### config.mk
export PLATFORM = sky130hd
export DESIGN_NAME = hazard_ctrl_flat
export DESIGN_NICKNAME = d
export VERILOG_FILES = /design/src/rtl/hazard_pkg.sv /design/src/rtl/hazard_ctrl_if.sv /design/src/rtl/hazard_ctrl_div_tracker.sv /design/src/rtl/hazard_ctrl.sv /design/src/flat_wrapper.sv
export SDC_FILE = /design/constraint.sdc
export NUM_CORES = 1
export LEC_CHECK = 0
export CAP_MARGIN = 20
export CORE_MARGIN = 8
export CORE_UTILIZATION = 34
export DETAILED_ROUTE_END_ITERATION = 10
export PLACE_DENSITY = 0.86
export SLEW_MARGIN = 20
export SYNTH_ARGS = -nofsm -noshare
export SYNTH_HDL_FRONTEND = slang
export SYNTH_SLANG_ARGS = --single-unit
export TNS_END_PERCENT = 10
### constraint.sdc
create_clock -name clk -period 2.2 [get_ports clk]
set_clock_uncertainty 0.2 [all_clocks]
set_input_delay 0.55 -clock clk [delete_from_list [all_inputs] [get_ports clk]]
set_output_delay 0.55 -clock clk [all_outputs]
set_load 0.03 [all_outputs]
### src/rtl/hazard_pkg.sv
// hazard_pkg: divider FSM states and forwarding-select codes shared by the hazard unit
package hazard_pkg;
  typedef enum logic [1:0] {DIV_IDLE = 2'b00, DIV_BUSY = 2'b01, DIV_DONE = 2'b10} div_state_e;
  localparam logic [1:0] ST_IDLE = DIV_IDLE;
  localparam logic [1:0] ST_BUSY = DIV_BUSY;
  localparam logic [1:0] ST_DONE = DIV_DONE;
  localparam logic [1:0] FWD_RF = 2'b00;
  localparam logic [1:0] FWD_M = 2'b01;
  localparam logic [1:0] FWD_W = 2'b10;
endpackage

### src/rtl/hazard_ctrl_if.sv
// hazard_ctrl_if: pipeline-to-hazard-unit bundle; master is the pipeline, slave the hazard unit
interface hazard_ctrl_if #(parameter int REGW = 5);
  logic [REGW-1:0] rsD, rtD, rsE, rtE, writeregE, writeregM, writeregW;
  logic branchD, regwriteE, memtoregE, div_startE, regwriteM, memtoregM, regwriteW;
  logic exceptM, imem_stall, dmem_stall;
  logic stallF, stallD, stallE, stallM, flushD, flushE, flushM, flushW, div_done;
  logic [1:0] forwardaE, forwardbE;
  logic [31:0] perf_stall_cnt;
  modport master (
    output rsD, rtD, rsE, rtE, writeregE, writeregM, writeregW, branchD, regwriteE, memtoregE,
           div_startE, regwriteM, memtoregM, regwriteW, exceptM, imem_stall, dmem_stall,
    input  stallF, stallD, stallE, stallM, flushD, flushE, flushM, flushW, div_done,
           forwardaE, forwardbE, perf_stall_cnt
  );
  modport slave (
    input  rsD, rtD, rsE, rtE, writeregE, writeregM, writeregW, branchD, regwriteE, memtoregE,
           div_startE, regwriteM, memtoregM, regwriteW, exceptM, imem_stall, dmem_stall,
    output stallF, stallD, stallE, stallM, flushD, flushE, flushM, flushW, div_done,
           forwardaE, forwardbE, perf_stall_cnt
  );
endinterface

### src/rtl/hazard_ctrl_div_tracker.sv
// div_tracker: multi-cycle divider occupancy FSM producing divstall and the div_done pulse
module div_tracker import hazard_pkg::*; #(
  parameter int DIV_LAT = 32
) (
  input  logic clk,
  input  logic rst,
  input  logic div_start,
  input  logic exc,
  input  logic dstall,
  output logic divstall,
  output logic div_done
);
  localparam int CW = $clog2(DIV_LAT + 1);
  logic [1:0] state;
  logic [CW-1:0] cnt;
  always_ff @(posedge clk) begin
    if (rst || exc) begin
      state <= ST_IDLE;
      cnt <= '0;
    end else if (state == ST_IDLE) begin
      if (div_start && !dstall) begin
        state <= ST_BUSY;
        cnt <= CW'(DIV_LAT - 1);
      end
    end else if (state == ST_BUSY) begin
      if (!dstall) begin
        if (cnt == '0) state <= ST_DONE;
        else cnt <= cnt - CW'(1);
      end
    end else begin
      state <= ST_IDLE;
    end
  end
  assign divstall = (state == ST_IDLE && div_start) || state == ST_BUSY;
  assign div_done = state == ST_DONE;
endmodule

### src/rtl/hazard_ctrl.sv
// hazard_ctrl: pipeline stall/flush/forward control; HAZARD_PERF_EN enables the stallF cycle counter
module hazard_ctrl import hazard_pkg::*; #(
  parameter int REGW = 5,
  parameter int DIV_LAT = 32
) (
  input logic clk,
  input logic rst,
  hazard_ctrl_if.slave hz
);
  logic divstall, div_done_i, lwstall, brstall;
  logic [7:0] ctl;
  function automatic logic [1:0] fwd(input logic [REGW-1:0] src, input logic [REGW-1:0] wm,
                                     input logic rwm, input logic [REGW-1:0] ww, input logic rww);
    return (src != '0 && src == wm && rwm) ? FWD_M : (src != '0 && src == ww && rww) ? FWD_W : FWD_RF;
  endfunction
  div_tracker #(.DIV_LAT(DIV_LAT)) u_div (
    .clk(clk), .rst(rst), .div_start(hz.div_startE), .exc(hz.exceptM), .dstall(hz.dmem_stall),
    .divstall(divstall), .div_done(div_done_i)
  );
  assign lwstall = hz.memtoregE && hz.rtE != '0 && (hz.rtE == hz.rsD || hz.rtE == hz.rtD);
  assign brstall = hz.branchD &&
    ((hz.regwriteE && hz.writeregE != '0 && (hz.writeregE == hz.rsD || hz.writeregE == hz.rtD)) ||
     (hz.memtoregM && hz.writeregM != '0 && (hz.writeregM == hz.rsD || hz.writeregM == hz.rtD)));
  // {stallF,stallD,stallE,stallM, flushD,flushE,flushM,flushW}; first match wins
  assign ctl = rst                  ? 8'b0000_1111 :
               hz.exceptM           ? 8'b0000_1111 :
               hz.dmem_stall        ? 8'b1111_0001 :
               divstall             ? 8'b1110_0010 :
               (lwstall || brstall) ? 8'b1100_0100 :
               hz.imem_stall        ? 8'b1000_1000 : 8'b0000_0000;
  assign {hz.stallF, hz.stallD, hz.stallE, hz.stallM, hz.flushD, hz.flushE, hz.flushM, hz.flushW} = ctl;
  assign hz.forwardaE = rst ? FWD_RF : fwd(hz.rsE, hz.writeregM, hz.regwriteM, hz.writeregW, hz.regwriteW);
  assign hz.forwardbE = rst ? FWD_RF : fwd(hz.rtE, hz.writeregM, hz.regwriteM, hz.writeregW, hz.regwriteW);
  assign hz.div_done = !rst && div_done_i;
`ifdef HAZARD_PERF_EN
  logic [31:0] perf_q;
  always_ff @(posedge clk) begin
    if (rst) perf_q <= '0;
    else if (ctl[7] && perf_q != '1) perf_q <= perf_q + 32'd1;
  end
  assign hz.perf_stall_cnt = perf_q;
`else
  assign hz.perf_stall_cnt = '0;
`endif
endmodule

### src/flat_wrapper.sv
// flat-port wrapper written by rule: the top's interface ports become plain ports
module hazard_ctrl_flat import hazard_pkg::*;
#(
  parameter int REGW = 5,
  parameter int DIV_LAT = 32
)
  (clk, rst, hz_rsD, hz_rtD, hz_rsE, hz_rtE, hz_writeregE, hz_writeregM, hz_writeregW, hz_branchD, hz_regwriteE, hz_memtoregE, hz_div_startE, hz_regwriteM, hz_memtoregM, hz_regwriteW, hz_exceptM, hz_imem_stall, hz_dmem_stall, hz_stallF, hz_stallD, hz_stallE, hz_stallM, hz_flushD, hz_flushE, hz_flushM, hz_flushW, hz_div_done, hz_forwardaE, hz_forwardbE, hz_perf_stall_cnt);
  hazard_ctrl_if #(.REGW(REGW)) hz_i ();
  input logic clk;
  input logic rst;
  input wire logic [$bits(hz_i.rsD)-1:0] hz_rsD;
  input wire logic [$bits(hz_i.rtD)-1:0] hz_rtD;
  input wire logic [$bits(hz_i.rsE)-1:0] hz_rsE;
  input wire logic [$bits(hz_i.rtE)-1:0] hz_rtE;
  input wire logic [$bits(hz_i.writeregE)-1:0] hz_writeregE;
  input wire logic [$bits(hz_i.writeregM)-1:0] hz_writeregM;
  input wire logic [$bits(hz_i.writeregW)-1:0] hz_writeregW;
  input wire logic [$bits(hz_i.branchD)-1:0] hz_branchD;
  input wire logic [$bits(hz_i.regwriteE)-1:0] hz_regwriteE;
  input wire logic [$bits(hz_i.memtoregE)-1:0] hz_memtoregE;
  input wire logic [$bits(hz_i.div_startE)-1:0] hz_div_startE;
  input wire logic [$bits(hz_i.regwriteM)-1:0] hz_regwriteM;
  input wire logic [$bits(hz_i.memtoregM)-1:0] hz_memtoregM;
  input wire logic [$bits(hz_i.regwriteW)-1:0] hz_regwriteW;
  input wire logic [$bits(hz_i.exceptM)-1:0] hz_exceptM;
  input wire logic [$bits(hz_i.imem_stall)-1:0] hz_imem_stall;
  input wire logic [$bits(hz_i.dmem_stall)-1:0] hz_dmem_stall;
  output wire logic [$bits(hz_i.stallF)-1:0] hz_stallF;
  output wire logic [$bits(hz_i.stallD)-1:0] hz_stallD;
  output wire logic [$bits(hz_i.stallE)-1:0] hz_stallE;
  output wire logic [$bits(hz_i.stallM)-1:0] hz_stallM;
  output wire logic [$bits(hz_i.flushD)-1:0] hz_flushD;
  output wire logic [$bits(hz_i.flushE)-1:0] hz_flushE;
  output wire logic [$bits(hz_i.flushM)-1:0] hz_flushM;
  output wire logic [$bits(hz_i.flushW)-1:0] hz_flushW;
  output wire logic [$bits(hz_i.div_done)-1:0] hz_div_done;
  output wire logic [$bits(hz_i.forwardaE)-1:0] hz_forwardaE;
  output wire logic [$bits(hz_i.forwardbE)-1:0] hz_forwardbE;
  output wire logic [$bits(hz_i.perf_stall_cnt)-1:0] hz_perf_stall_cnt;
  assign hz_i.rsD = hz_rsD;
  assign hz_i.rtD = hz_rtD;
  assign hz_i.rsE = hz_rsE;
  assign hz_i.rtE = hz_rtE;
  assign hz_i.writeregE = hz_writeregE;
  assign hz_i.writeregM = hz_writeregM;
  assign hz_i.writeregW = hz_writeregW;
  assign hz_i.branchD = hz_branchD;
  assign hz_i.regwriteE = hz_regwriteE;
  assign hz_i.memtoregE = hz_memtoregE;
  assign hz_i.div_startE = hz_div_startE;
  assign hz_i.regwriteM = hz_regwriteM;
  assign hz_i.memtoregM = hz_memtoregM;
  assign hz_i.regwriteW = hz_regwriteW;
  assign hz_i.exceptM = hz_exceptM;
  assign hz_i.imem_stall = hz_imem_stall;
  assign hz_i.dmem_stall = hz_dmem_stall;
  assign hz_stallF = hz_i.stallF;
  assign hz_stallD = hz_i.stallD;
  assign hz_stallE = hz_i.stallE;
  assign hz_stallM = hz_i.stallM;
  assign hz_flushD = hz_i.flushD;
  assign hz_flushE = hz_i.flushE;
  assign hz_flushM = hz_i.flushM;
  assign hz_flushW = hz_i.flushW;
  assign hz_div_done = hz_i.div_done;
  assign hz_forwardaE = hz_i.forwardaE;
  assign hz_forwardbE = hz_i.forwardbE;
  assign hz_perf_stall_cnt = hz_i.perf_stall_cnt;
  hazard_ctrl #(.REGW(REGW), .DIV_LAT(DIV_LAT)) u_core (.clk(clk), .rst(rst), .hz(hz_i));
endmodule
== Word-level counts from Yosys, hierarchy flattened ==
Cells that the tools add are included.
Storage, ports and cells
  flip-flop bits (word level): 8
  bits of input ports: 47
  output and inout bits: 45
  word-level logic and storage cells: 78
Cells by class
  add/sub/neg operators: 1
  equality and inequality tests: 17
  mux-type cells: 22
  reductions and logical operators: 36
Operators with widths (count)
  == test 5 bit: 10
  2-to-1 mux 8 bit: 6
  2-to-1 mux 6 bit: 5
  2-to-1 mux 2 bit: 11
  nonzero test 5 bit: 4
  logical AND 1 bit: 18
  logical OR 1 bit: 7
  zero test 6 bit: 1
  != test 3 bit (second input constant): 2
  subtractor 6 x 1 -> 6 bit (second input constant): 1
  != test 2 x 1 -> 1 bit (second input constant): 2
  AND reduction 4 bit: 1
  AND reduction 3 bit: 1
  == test 2 x 1 -> 1 bit (second input constant): 1
  == test 2 bit (second input constant): 1
  zero test 1 bit: 2
  zero test 2 bit: 1
  != test 2 bit (second input constant): 1
  nonzero test 2 bit: 1

== Longest topological paths before layout ==
Gate-level depths: netlist (run 1).
  depth after elaboration: 11
  gate-level depth with buffers: 6
  depth with buffers taken out: 6

== By module ==
From an unflattened synthesis (run 1), not the netlist that was laid out.
Second synthesis, totals
  cells, all modules: 195
  area, all modules: 1480.2 µm²
By module, submodules not included
  hazard_ctrl: times used 1, cells each 144, area an instance 1041.0 µm², seq. area each 0.0 µm²
  div_tracker: times used 1, cells each 51, area an instance 439.2 µm², seq. area each 160.2 µm²

== Least setup slack after synthesis (run 1) ==
No wires, ideal clock.
  path kind: input port to output port
  start: in hz_rtE[0]
  end: out hz_forwardbE[1]
  data arrival time: 2.395 ns
  data required time: 1.450 ns
  slack: -0.945 ns
  cell stages on the path: 5
  path buffers: 1
  cell sequence: buf_2 -> or4_4 -> nor2_2 -> nor4_1 -> nor4_1
Between the ends
  longest elaborated chain between the ends: 6
  elaborated cells between the ends (all ways): 10
  those cells by class: eq/ne (2); mux (3); reduce/logical (5)
Ends and longest elaborated chain
  start, declared: RTL line flat_wrapper.sv:14  | input wire logic [$bits(hz_i.rtE)-1:0] hz_rtE;
  == test 5 bit / nonzero test 5 bit (equally long branches): RTL line hazard_ctrl.sv:14  | return (src != '0 && src == wm && rwm) ? FWD_M : (src != '0 && src == ww && rww) ? FWD_W : FWD_RF;
  logical AND 1 bit (2 in series): RTL line hazard_ctrl.sv:14
  2-to-1 mux 2 bit: RTL line hazard_ctrl.sv:14
  2-to-1 mux 2 bit *: RTL line hazard_ctrl.sv:14
  2-to-1 mux 2 bit *: RTL line hazard_ctrl.sv:33  | assign hz.forwardbE = rst ? FWD_RF : fwd(hz.rtE, hz.writeregM, hz.regwriteM, hz.writeregW, hz.regwriteW);
  end, declared: RTL line flat_wrapper.sv:38  | output wire logic [$bits(hz_i.forwardbE)-1:0] hz_forwardbE;
Every way passes the cells marked *; elsewhere a longest branch is shown, timed or not.

== Worst setup path in the final report (run 1) ==
  start: in hz_rtE[0]
  end: out hz_flushD
Between the ends
  longest elaborated chain between the ends: 9
  elaborated cells between the ends (all ways): 12
  those cells by class: eq/ne (2); mux (5); reduce/logical (5)
Ends and longest elaborated chain
  == test 5 bit / nonzero test 5 bit (equally long branches): RTL line hazard_ctrl.sv:20  | assign lwstall = hz.memtoregE && hz.rtE != '0 && (hz.rtE == hz.rsD || hz.rtE == hz.rtD);
  logical OR 1 bit / logical AND 1 bit (equally long branches): RTL line hazard_ctrl.sv:20
  logical AND 1 bit *: RTL line hazard_ctrl.sv:20
  logical OR 1 bit *: RTL line hazard_ctrl.sv:29  | (lwstall || brstall) ? 8'b1100_0100 :
  2-to-1 mux 8 bit *: RTL line hazard_ctrl.sv:29
  2-to-1 mux 8 bit *: RTL line hazard_ctrl.sv:28  | divstall ? 8'b1110_0010 :
  2-to-1 mux 8 bit *: RTL line hazard_ctrl.sv:27  | hz.dmem_stall ? 8'b1111_0001 :
  2-to-1 mux 8 bit *: RTL line hazard_ctrl.sv:26  | hz.exceptM ? 8'b0000_1111 :
  2-to-1 mux 8 bit *: RTL line hazard_ctrl.sv:25  | assign ctl = rst ? 8'b0000_1111 :
  end, declared: RTL line flat_wrapper.sv:32  | output wire logic [$bits(hz_i.flushD)-1:0] hz_flushD;
Marked as above.

==> flow_summary_export.csv, run 1 <==
group,metric,value,unit
power,clockPowerShare,20.6,%
power,peakVddDrop,0.0003323,V
final_layout,final_core_utilization,59.96,%
clocking,htreeDepth,1,
grt,gr-usage-all-layers,15.49,%
die,count_of_standard_cell_rows,24,
critical_path,worst_path_cell_trace,"buf_2 > xnor2_1 > nand3_1 > nor3_2 > o221ai_4 > buf_6 > a41o_4 > buf_6",
clocking,clock_tree.buffer_depth,2,
clocking,insertion_delay,230,ps
critical_path,cpMostUsedCell,"buf_6",
logic_synthesis,ys_seq_elements,8,
critical_path,critical-path-max-stage-delay,290,ps
final_layout,synthToLayoutAreaGrowth,73.72,%
sta,finalHoldViolCount,0,
final_layout,instances_no_fill,337,
detailed_routing,dr.pass1.iters,4,
sta,max_slew_violations,0,
critical_path,endpoint_kind,"output port",
detailed_routing,antenna_violating_nets_post_route,0,
logic_synthesis,yosys_warnings,0,
detailed_routing,routed-via-count,1555,
logic_synthesis,synth_edf_count,0,
power,share_seq_of_total_power,18.7,%
grt,grt_antenna_before_repair,0,
critical_path,crit_required,1450,ps
run_status,run_status,"finished, violations left",
detailed_routing,wire_per_inst,15.80,um
die,dieArea,0.006652,sq mm
die,start_util,34.52,%
clocking,numCtsBuffers,3,
critical_path,critical_path_arrival,1990,ps
grt,first_global_vias,1695,
place,routabilityCongestion,0.8588,
logic_synthesis,synth_area_per_cell,7.651,sq um
sta,finalCriticalPeriod,2745,ps
power,static-leakage-power,1.097,nW
die,io_pins,92,
critical_path,cp_max_fo,4,
place,place_inst,333,
die,dieHeight,81.56,um
clocking,clk_pin_slew,40,ps
worst_hold_path,holdPathStages,2,
die,fp.dieW,81.56,um
critical_path,reg2reg_depth,6,
detailed_routing,routed_via_density,4.614,
final_layout,layout_common_cells,"40 x buf_4, 35 x xnor2_1, 32 x conb_1",
logic_synthesis,synth_area,0.001461,sq mm
place,place_area,0.002315,sq mm
power,p_int,0.5008,mW
power,p_sw_share,40.80,%
power,combPwrFrac,60.6,%
final_layout,n_fill_cell,383,
sta,maxClockFrequency,364.4,MHz
grt,grt_first_pass_wirelength,8.162,mm
detailed_routing,routed_wirelength,5.326,mm
logic_synthesis,synth.lib_cells_used.distinct,39,
grt,pin_count_of_the_biggest_net_entering_global_routing,11,
clocking,postCtsHoldBufs,0,
detailed_routing,drtIter0Drc,39,
clocking,cts_tree,"built",
logic_synthesis,postSynthCellCount,191,
sta,grt_setup_unrepaired,"true",
final_layout,layout-drive-gt1-share,45.61,%
place,place.port_buffers,59,
critical_path,critical_path.slowest_cell,"nor3_2",
final_layout,finalInstanceArea,0.002539,sq mm
sta,setup-violations-final,9,
flow_run,drv.max_cap_violation_count,0,
power,power_density,333.2,mW/mm^2
clocking,cts.sinks,8,
power,total_switching_power,0.3452,mW
clocking,clk_root_buffer_cell,"clkbuf_8",
sta,final.setup.tns,-3621,ps
critical_path,element_type_at_the_critical_path_start,"primary input",
detailed_routing,drc,0,
sta,worst_slack_setup_final,-544.5,ps
logic_synthesis,yosys_most_used_dff,"dfxtp_1",
worst_hold_path,hp-class,"flip-flop to flip-flop",
run_status,violations,"negative setup slack",
final_layout,final_common_cell,"buf_4",
place,place.detailed.hpwl,4.365,mm
grt,overflow,0,
final_layout,fin_nets,336,
logic_synthesis,yosysSeqAreaShare,10.96,%
critical_path,crit_path_category,"primary input to output port",
sta,timing.final.crit_share,124.8,%
die,core_area,0.004234,sq mm
final_layout,antenna-diode-count,0,
logic_synthesis,synth-async-reset-ratio,0,%
==> path summary, 6_finish.rpt <==
path                                                       start                          endpoint  slack (ps)
worst max-delay path                                   hz_rtE[0]                         hz_flushD        -540
worst min-delay path            u_core.u_div.cnt[4]$_SDFFE_PP0P_  u_core.u_div.cnt[4]$_SDFFE_PP0P_         300
worst max register to register  u_core.u_div.cnt[0]$_SDFFE_PP0P_  u_core.u_div.cnt[4]$_SDFFE_PP0P_         330
worst min register to register  u_core.u_div.cnt[4]$_SDFFE_PP0P_  u_core.u_div.cnt[4]$_SDFFE_PP0P_         300
==> cell usage after synthesis (2+ instances only) <==
| cell | n | area share, % |
|---|---|---|
| dfxtp_1 | 8 | 11 |
| or3_1 | 2 | 0.86 |
| ha_1 | 2 | 1.7 |
| nand3_1 | 7 | 2.4 |
| nor3_1 | 3 | 1.0 |
| and3_1 | 2 | 0.86 |
| nor4_1 | 5 | 2.1 |
| o22ai_1 | 2 | 0.86 |
| buf_2 | 4 | 1.4 |
| o311a_1 | 2 | 1.4 |
| buf_4 | 32 | 16 |
| nand4_1 | 6 | 2.6 |
| nor2_1 | 9 | 2.3 |
| xnor2_1 | 43 | 26 |
| or4_1 | 2 | 1.0 |
| a31oi_1 | 4 | 1.7 |
| o21ai_0 | 2 | 0.68 |
| nor2_2 | 2 | 0.86 |
| clkbuf_1 | 6 | 1.5 |
| nand2_1 | 9 | 2.3 |
| inv_1 | 4 | 1.0 |
| a21oi_1 | 6 | 2.1 |
| xor2_1 | 10 | 6.0 |
| nor2b_1 | 3 | 1.3 |
| nor3b_1 | 2 | 1.0 |
==> layout make-up <==
class	count	area, sq um	area share (%)
timing repair buffer	103	857.1	33.76
multi-input combinational	167	1400	55.15
tap	52	65.06	2.563
inverter	4	15.01	0.5914
clock buffer	3	41.29	1.626
sequential	8	160.2	6.309
==> metrics by stage <==
step | total power, mW | setup WS [ps] | hold WS [ps]
after floorplan | 0.4752 | -403.5 | 277.1
after global placement | 0.6214 | -1214 | 287.5
after detailed placement | 0.6320 | -1264 | 295.1
after CTS | 0.8350 | -589.7 | 298.8
after global routing | 0.8969 | -590.7 | 326.8
final | 0.8459 | -544.5 | 299.8
==> routing by layer <==
metal / GRT usage [%] / vias up / routed length [um]
met5: 0 / - / 0
li1: - / 777 / -
met4: 4.107 / 0 / 62
met2: 28.56 / 69 / 2681
met1: 16.38 / 703 / 2083
met3: 5.142 / 6 / 498
==> flip-flops by register name, summed over array words and instances (netlist names) <==
| name | count |
|---|---|
| u_core.u_div.cnt | 6 |
| u_core.u_div.state | 2 |
==> timing repair <==
item	4_1_cts	5_1_grt
pin swaps	23	24
setup buffers	0	1
gates resized for setup	133	29
setup endpoints to repair	13	14
==> cells by family after synthesis <==
kind of cell	after synthesis	share of synthesized area [%]
buf+inv	47	21.15
other cells	1	0.2566
simple gates	58	22.60
xor+xnor	53	31.76
fa+ha+maj	2	1.712
compound gates	22	11.56
flops	8	10.96
==> critical path: cells and delay by family <==
kind	cells	cell delay (ps)
buffers and inverters	3	410
AOI/OAI and AO/OA	2	400
and+or+nand+nor	2	440
xor gates and xnor gates	1	180
==> power groups by stage <==
stage | logic, mW | registers, mW | clock network [mW]
6_report | 0.513 | 0.159 | 0.174
5_1_grt | 0.546 | 0.159 | 0.192
4_1_cts | 0.496 | 0.158 | 0.180
2_1_floorplan | 0.315 | 0.160 | 0
3_5_place_dp | 0.471 | 0.161 | 0
3_3_place_gp | 0.461 | 0.160 | 0
Power figures use the tool's default switching activity.
==> run 2: changes to the inputs <==
--- a/config.mk
+++ b/config.mk
@@ -6,10 +6,11 @@
 export NUM_CORES = 1
 export LEC_CHECK = 0
 export CAP_MARGIN = 20
-export CORE_MARGIN = 8
-export CORE_UTILIZATION = 34
+export CORE_UTILIZATION = 58
 export DETAILED_ROUTE_END_ITERATION = 10
-export PLACE_DENSITY = 0.86
+export DONT_BUFFER_PORTS = 1
+export PLACE_DENSITY = 0.84
+export SKIP_LAST_GASP = 1
 export SLEW_MARGIN = 20
 export SYNTH_ARGS = -nofsm -noshare
 export SYNTH_HDL_FRONTEND = slang
==> run 2 against run 1 <==
  * The flow still finishes with violations (negative setup slack)
  * Clock power decreased by 33%
  * Sequential share of layout area increased by 3.8 points
  * Final area decreased by 37%
  * Die area decreased by 59%
  * Global-route usage increased by 12 points
  * Critical path depth decreased by 3
  * Final cell count decreased by 33%
  * First-iteration DRC count decreased by 2.6%
  * Count of clock-buffer cells in the layout unchanged
  * Via count decreased by 17%
  * Critical endpoint is now hz_stallF
  * Largest power group unchanged
==> flow_summary_export.csv, run 2 (synthesis gave the netlist of run 1 again) <==
group,metric,value,unit
detailed_routing,drc,0,
clocking,cts.sinks,8,
critical_path,crit_required,1450,ps
final_layout,antenna-diode-count,0,
sta,finalHoldViolCount,0,
detailed_routing,routed_via_density,5.738,
final_layout,n_fill_cell,185,
place,place.port_buffers,0,
power,total_switching_power,0.2479,mW
grt,first_global_vias,1242,
critical_path,critical_path_arrival,1790,ps
grt,grt_antenna_before_repair,0,
final_layout,layout-drive-gt1-share,19.29,%
final_layout,layout_top_registers,"u_core.u_div.cnt x6, u_core.u_div.state x2",
die,core_area,0.002297,sq mm
critical_path,worstSetupPathDepth,5,
critical_path,timing.critical_path.from,"hz_writeregE[1]",
die,dieArea,0.002724,sq mm
detailed_routing,wire_per_inst,16.02,um
sta,final.setup.tns,-2237,ps
place,routabilityCongestion,0.8715,
final_layout,final_common_cell,"xnor2_1",
clocking,clk_pin_slew,50,ps
power,peakVddDrop,0.0002766,V
die,io_pins,92,
grt,use_met2,54.06,%
sta,worst_slew_margin_relative_to_its_limit,61.31,%
power,total_power,0.5789,mW
power,share_seq_of_total_power,27.5,%
critical_path,cp_max_fo,3,
worst_hold_path,hp-class,"primary input to flip-flop",
die,count_of_standard_cell_rows,17,
final_layout,fin_nets,248,
grt,gr-usage-all-layers,27.79,%
sta,max_slew_violations,0,
run_status,violations,"negative setup slack",
critical_path,crit_path_category,"primary input to output port",
final_layout,largest_reg_flops,6,
grt,grt_first_pass_wirelength,5.526,mm
power,p_int,0.3309,mW
sta,worst_slack_setup_final,-338.4,ps
critical_path,endpoint_kind,"output port",
die,fp.dieW,52.20,um
die,start_util,63.62,%
power,clockPowerShare,20.0,%
critical_path,worst_path_cell_trace,"or3_1 > o311a_1 > a22oi_4 > buf_4 > a41oi_4",
power,static-leakage-power,0.5842,nW
sta,finalCriticalPeriod,2538,ps
sta,worst_pin_slew,575.1,ps
clocking,numCtsBuffers,3,
sta,setup-violations-final,10,
grt,grt_busiest_layer,"met2",
sta,timing.final.crit_share,115.4,%
final_layout,largest-register,"u_core.u_div.cnt",
critical_path,critical_path.slowest_cell,"or3_1",
flow_run,drv.max_cap_violation_count,0,
place,placement.setup.worst_slack,-372.4,ps
detailed_routing,dr.pass1.iters,4,
grt,grt_use_met1,29.02,%
clocking,htreeDepth,1,
critical_path,r2r_setup_slack,200,ps
die,dieHeight,52.20,um
power,power_density,364.0,mW/mm^2
final_layout,layout_common_cells,"43 x xnor2_1, 32 x conb_1, 14 x buf_4",
critical_path,worstSetupEndpoint,"hz_stallF",
sta,maxClockFrequency,393.9,MHz
clocking,clock_tree.buffer_depth,2,
critical_path,crit-reg2reg-launch,"u_core.u_div.cnt[0]$_SDFFE_PP0P_",
detailed_routing,drtIter0Drc,38,
power,combPwrFrac,52.5,%
clocking,clk_root_buffer_cell,"clkbuf_4",
critical_path,critPathBufInv,1,
power,p_sw_share,42.83,%
grt,global_route.usage.met3,6.957,%
critical_path,reg2reg_to,"u_core.u_div.cnt[4]$_SDFFE_PP0P_",
critical_path,element_type_at_the_critical_path_start,"primary input",
sta,grt_setup_unrepaired,"true",
critical_path,reg2reg_depth,6,
critical_path,crit_family,"compound AO/OA/AOI/OAI gates",
grt,pin_count_of_the_biggest_net_entering_global_routing,9,
grt,overflow,0,
clocking,cts_tree,"built",
detailed_routing,routed-via-count,1291,
detailed_routing,routed_wirelength,3.605,mm
worst_hold_path,holdPathStages,1,
run_status,run_status,"finished, violations left",
clocking,postCtsHoldBufs,0,
clocking,insertion_delay,260,ps
final_layout,synthToLayoutAreaGrowth,8.819,%
place,place.detailed.hpwl,2.938,mm
critical_path,critical-path-max-stage-delay,350,ps
detailed_routing,antenna_violating_nets_post_route,0,
[run 2: what timing repair did]
action,4_1_cts,5_1_grt
cloned,0,0
buffers inserted,2,0
pin swaps,3,1
gates resized for setup,7,0
hold endpoints to repair,0,0
setup endpoints to repair,9,10
[run 2: metrics by stage]
step	utilization, %	instances	hold slack, ps	area (sq um)
3_3_place_gp	65.25	220	281.4	1499
3_5_place_dp	65.25	220	303.7	1499
2_1_floorplan	-	222	277.1	1660
4_1_cts	69.23	225	168.0	1590
6_report	69.23	225	167.9	1590
5_1_grt	69.23	225	177.3	1590
[run 2: final cells by class]
type / count / area (sq um) / share of cell area (%)
Tap cell: 28 / 35.03 / 2.203
Inverter: 4 / 15.01 / 0.9441
Sequential cell: 8 / 160.2 / 10.07
Multi-Input combinational cell: 167 / 1241 / 78.05
Clock buffer: 3 / 22.52 / 1.416
Timing Repair Buffer: 15 / 116.4 / 7.317
[run 2: routing by layer]
| layer | up-vias | wire [um] | part of all wire [%] |
|---|---|---|---|
| met5 | - | 0 | 0 |
| met2 | 92 | 1913 | 53 |
| met1 | 590 | 1300 | 36 |
| met3 | 11 | 309 | 8.6 |
| li1 | 598 | - | - |
| met4 | 0 | 83 | 2.3 |
[run 2: worst min-delay path by stage]
stage,start,endpoint
finish,hz_dmem_stall,u_core.u_div.state[1]$_SDFFE_PP0P_
global route,hz_dmem_stall,u_core.u_div.state[1]$_SDFFE_PP0P_
CTS,hz_dmem_stall,u_core.u_div.state[1]$_SDFFE_PP0P_
detailed placement,u_core.u_div.cnt[4]$_SDFFE_PP0P_,u_core.u_div.cnt[4]$_SDFFE_PP0P_
global placement,u_core.u_div.cnt[4]$_SDFFE_PP0P_,u_core.u_div.cnt[4]$_SDFFE_PP0P_
floorplan,u_core.u_div.cnt[4]$_SDFFE_PP0P_,u_core.u_div.cnt[4]$_SDFFE_PP0P_
[run 2: power by group through the flow]
stage | clock network [mW] | registers, mW | logic [mW]
after detailed placement | 0 | 0.162 | 0.287
final | 0.116 | 0.159 | 0.304
after global routing | 0.116 | 0.160 | 0.325
after floorplan | 0 | 0.160 | 0.315
after CTS | 0.116 | 0.159 | 0.300
after global placement | 0 | 0.161 | 0.277
==> run 3: changes to the inputs <==
--- a/config.mk
+++ b/config.mk
@@ -5,6 +5,7 @@
 export SDC_FILE = /design/constraint.sdc
 export NUM_CORES = 1
 export LEC_CHECK = 0
+export ABC_AREA = 1
 export CAP_MARGIN = 20
 export CORE_UTILIZATION = 58
 export DETAILED_ROUTE_END_ITERATION = 10
==> run 3 against run 2 <==
  * Fmax up 15%
  * Register-to-register slack better by 380 ps
  * The flow now finishes without violations
  * Area after synthesis grew 9.8%
  * Wire length up 3.7%
  * Power is 7.9% higher
  * Via count increased by 30%
==> flow_summary_export.csv, run 3 <==
group,metric,value,unit
critical_path,crit-reg2reg-launch,"u_core.u_div.cnt[0]$_SDFFE_PP0P_",
logic_synthesis,ys_top_cells_by_area,"nand2_1 19%, buf_4 15%, dfxtp_1 10%",
logic_synthesis,synth_edf_count,0,
logic_synthesis,postSynthCellCount,283,
critical_path,cpMostUsedCell,"nand2_1",
grt,grt_first_pass_wirelength,5.664,mm
grt,pin_count_of_the_biggest_net_entering_global_routing,10,
critical_path,critical_path_arrival,1450,ps
sta,final.setup.tns,0,ps
detailed_routing,routed_wirelength,3.740,mm
final_layout,antenna-diode-count,0,
logic_synthesis,synth_area_per_cell,5.672,sq um
grt,gr-usage-all-layers,25.86,%
clocking,clk_root_buffer_cell,"clkbuf_4",
critical_path,critical-path-max-stage-delay,150,ps
die,core_area,0.002545,sq mm
worst_hold_path,holdPathEnd,"u_core.u_div.cnt[1]$_SDFFE_PP0P_",
logic_synthesis,yosys_warnings,0,
sta,timing.final.crit_share,99.93,%
place,place.port_buffers,0,
clocking,htreeDepth,1,
logic_synthesis,synth_adder_area_share,1.559,%
sta,finalHoldViolCount,0,
detailed_routing,routed-via-count,1672,
detailed_routing,wire_per_inst,11.37,um
place,routabilityCongestion,0.9602,
final_layout,fin_nets,350,
logic_synthesis,synth_area,0.001605,sq mm
logic_synthesis,netlist.top_cell.by_area,"nand2_1",
logic_synthesis,ys_seq_elements,8,
logic_synthesis,synth_xor_xnor_area_share,11.46,%
clocking,cts_tree,"built",
clocking,insertion_delay,260,ps
final_layout,layout-drive-gt1-share,31.44,%
sta,finalCriticalPeriod,2199,ps
power,static-leakage-power,0.9509,nW
worst_hold_path,min-delay-start,"u_core.u_div.cnt[1]$_SDFFE_PP0P_",
flow_run,drv.max_cap_violation_count,0,
critical_path,worst_path_cell_trace,"xor2_1 > nor2_1 > nand3_1 > nand2_1 > nand2_1 > nand2_2 > nand2_4 > a31oi_4 > buf_6",
critical_path,r2r_setup_slack,580,ps
power,power_density,333.9,mW/mm^2
sta,setup-violations-final,0,
worst_hold_path,hp-class,"flip-flop to flip-flop",
logic_synthesis,yosysSeqAreaShare,9.977,%
die,dieArea,0.002982,sq mm
die,start_util,63.08,%
grt,grt_antenna_before_repair,0,
place,place.detailed.hpwl,3.056,mm
die,count_of_standard_cell_rows,18,
logic_synthesis,synth.lib_cells_used.distinct,34,
detailed_routing,dr.pass1.iters,4,
final_layout,largest_reg_flops,6,
clocking,clock_tree.buffer_depth,2,
logic_synthesis,post-synth-top-area-fraction,18.94,%
logic_synthesis,synth.most_common_cell,"nand2_1",
final_layout,layout_common_cells,"57 x nand2_1, 32 x conb_1, 21 x nand2_2",
sta,grt_setup_unrepaired,"true",
sta,maxClockFrequency,454.8,MHz
critical_path,critical_path.slowest_cell,"a31oi_4",
critical_path,reg2reg_to,"u_core.u_div.cnt[5]$_SDFFE_PP0P_",
final_layout,largest-register,"u_core.u_div.cnt",
logic_synthesis,main_combinational_cell_family_by_area_after_synthesis,"simple AND/OR/NAND/NOR gates",
power,peakVddDrop,0.0004388,V
die,dieHeight,54.61,um
final_layout,final_core_utilization,73.50,%
logic_synthesis,synth-async-reset-ratio,0,%
die,io_pins,92,
final_layout,finalInstanceArea,0.001871,sq mm
logic_synthesis,synth-compound-area-share,9.665,%
die,fp.dieW,54.61,um
grt,first_global_vias,1433,
critical_path,reg2reg_depth,10,
logic_synthesis,synthMuxAreaShare,0,%
critical_path,endpoint_kind,"output port",
final_layout,final_common_cell,"nand2_1",
clocking,clk_pin_slew,50,ps
clocking,numCtsBuffers,3,
detailed_routing,drc,0,
critical_path,crit_path_category,"primary input to output port",
detailed_routing,drtIter0Drc,39,
logic_synthesis,yosys_most_used_dff,"dfxtp_1",
final_layout,synthToLayoutAreaGrowth,16.52,%
clocking,cts.sinks,8,
logic_synthesis,simple_gate_share_of_the_synthesized_area,40.30,%
sta,max_slew_violations,0,
run_status,run_status,"finished, final reports clean",
place,place_area,0.001662,sq mm
grt,overflow,0,
logic_synthesis,ys_top_cells_by_count,"81 x nand2_1, 32 x buf_4, 31 x inv_1, 29 x nor2_1, 13 x xnor2_1",
power,total_power,0.6246,mW
critical_path,cp_max_fo,4,
detailed_routing,antenna_violating_nets_post_route,0,
detailed_routing,routed_via_density,5.082,
final_layout,layout_top_registers,"u_core.u_div.cnt x6, u_core.u_div.state x2",
critical_path,element_type_at_the_critical_path_start,"primary input",
worst_hold_path,holdPathStages,2,
critical_path,crit_required,1450,ps
==> run 3: cell count changes after synthesis, moves of 6 or more <==
cell / before / now
inv_2: 0 / 10
nor2_1: 9 / 29
inv_1: 4 / 31
xnor2_1: 43 / 13
nand2_1: 9 / 81
clkbuf_1: 6 / 0
==> run 3: where the power goes <==
part           switching (mW)  total [mW]  internal (mW)
clock                  0.0530       0.116         0.0626
sequential            0.00690       0.159          0.153
combinational           0.227       0.350          0.123
==> run 3: repair_timing <==
item	4_1_cts	5_1_grt
pin swaps	3	41
buffers inserted	0	0
hold buffers	0	0
endpoints found under the setup margin	5	8
resized for setup	14	59
==> run 3: routing by layer <==
metal | share of wire, % | vias to the layer above | track usage [%]
met5 | 0 | - | 0
met4 | 1.2 | 0 | 8.547
met3 | 8.0 | 5 | 5.000
met2 | 49 | 73 | 45.18
met1 | 41 | 734 | 31.05
li1 | - | 860 | -
==> run 3: worst max-delay path by stage <==
stage | from | endpoint | slack, ps | cells after the start
final | hz_rtD[0] | hz_flushE | 1 | 9
after floorplan | hz_rtE[2] | hz_forwardbE[0] | -110 | 6
after detailed placement | hz_rtD[1] | hz_stallF | -110 | 12
after global placement | hz_rtD[1] | hz_stallF | -90 | 12
after global routing | hz_rsD[4] | hz_flushE | -80 | 11
after CTS | hz_rtD[1] | hz_flushE | -20 | 8
==> run 3: logic make-up (layout without fill, tap and decap cells) <==
| family | count (synthesis) | count (layout) |
|---|---|---|
| AOI/OAI and AO/OA | 26 | 26 |
| adders and majority gates | 2 | 2 |
| and+or+nand+nor | 147 | 147 |
| buffers and inverters | 78 | 63 |
| DFF | 8 | 8 |
| other | 1 | 32 |
| xor gates and xnor gates | 21 | 21 |
==> run 3: metrics by stage <==
step	hold slack, ps	setup slack, ps	instances
2_1_floorplan	256.4	-109.3	314
3_3_place_gp	276.2	-90.96	326
3_5_place_dp	288.6	-114.3	326
4_1_cts	294.7	-16.49	329
5_1_grt	329.9	-75.37	329
6_report	291.9	1.447	329
==> run 3: cell type report <==
| cell class | instances | area [sq um] |
|---|---|---|
| clock buffer | 3 | 22.52 |
| fill | 224 | 674.4 |
| inverter | 43 | 212.7 |
| multi-input combinational | 228 | 1306 |
| sequential | 8 | 160.2 |
| tap | 30 | 37.54 |
| timing repair buffer | 17 | 131.4 |
==> run 3: critical path, delay by kind of cell <==
kind / cells / cell delay (ps)
AND/OR/NAND/NOR: 6 / 460
AO/OA/AOI/OAI: 1 / 150
buffers and inverters: 1 / 150
XOR/XNOR: 1 / 140
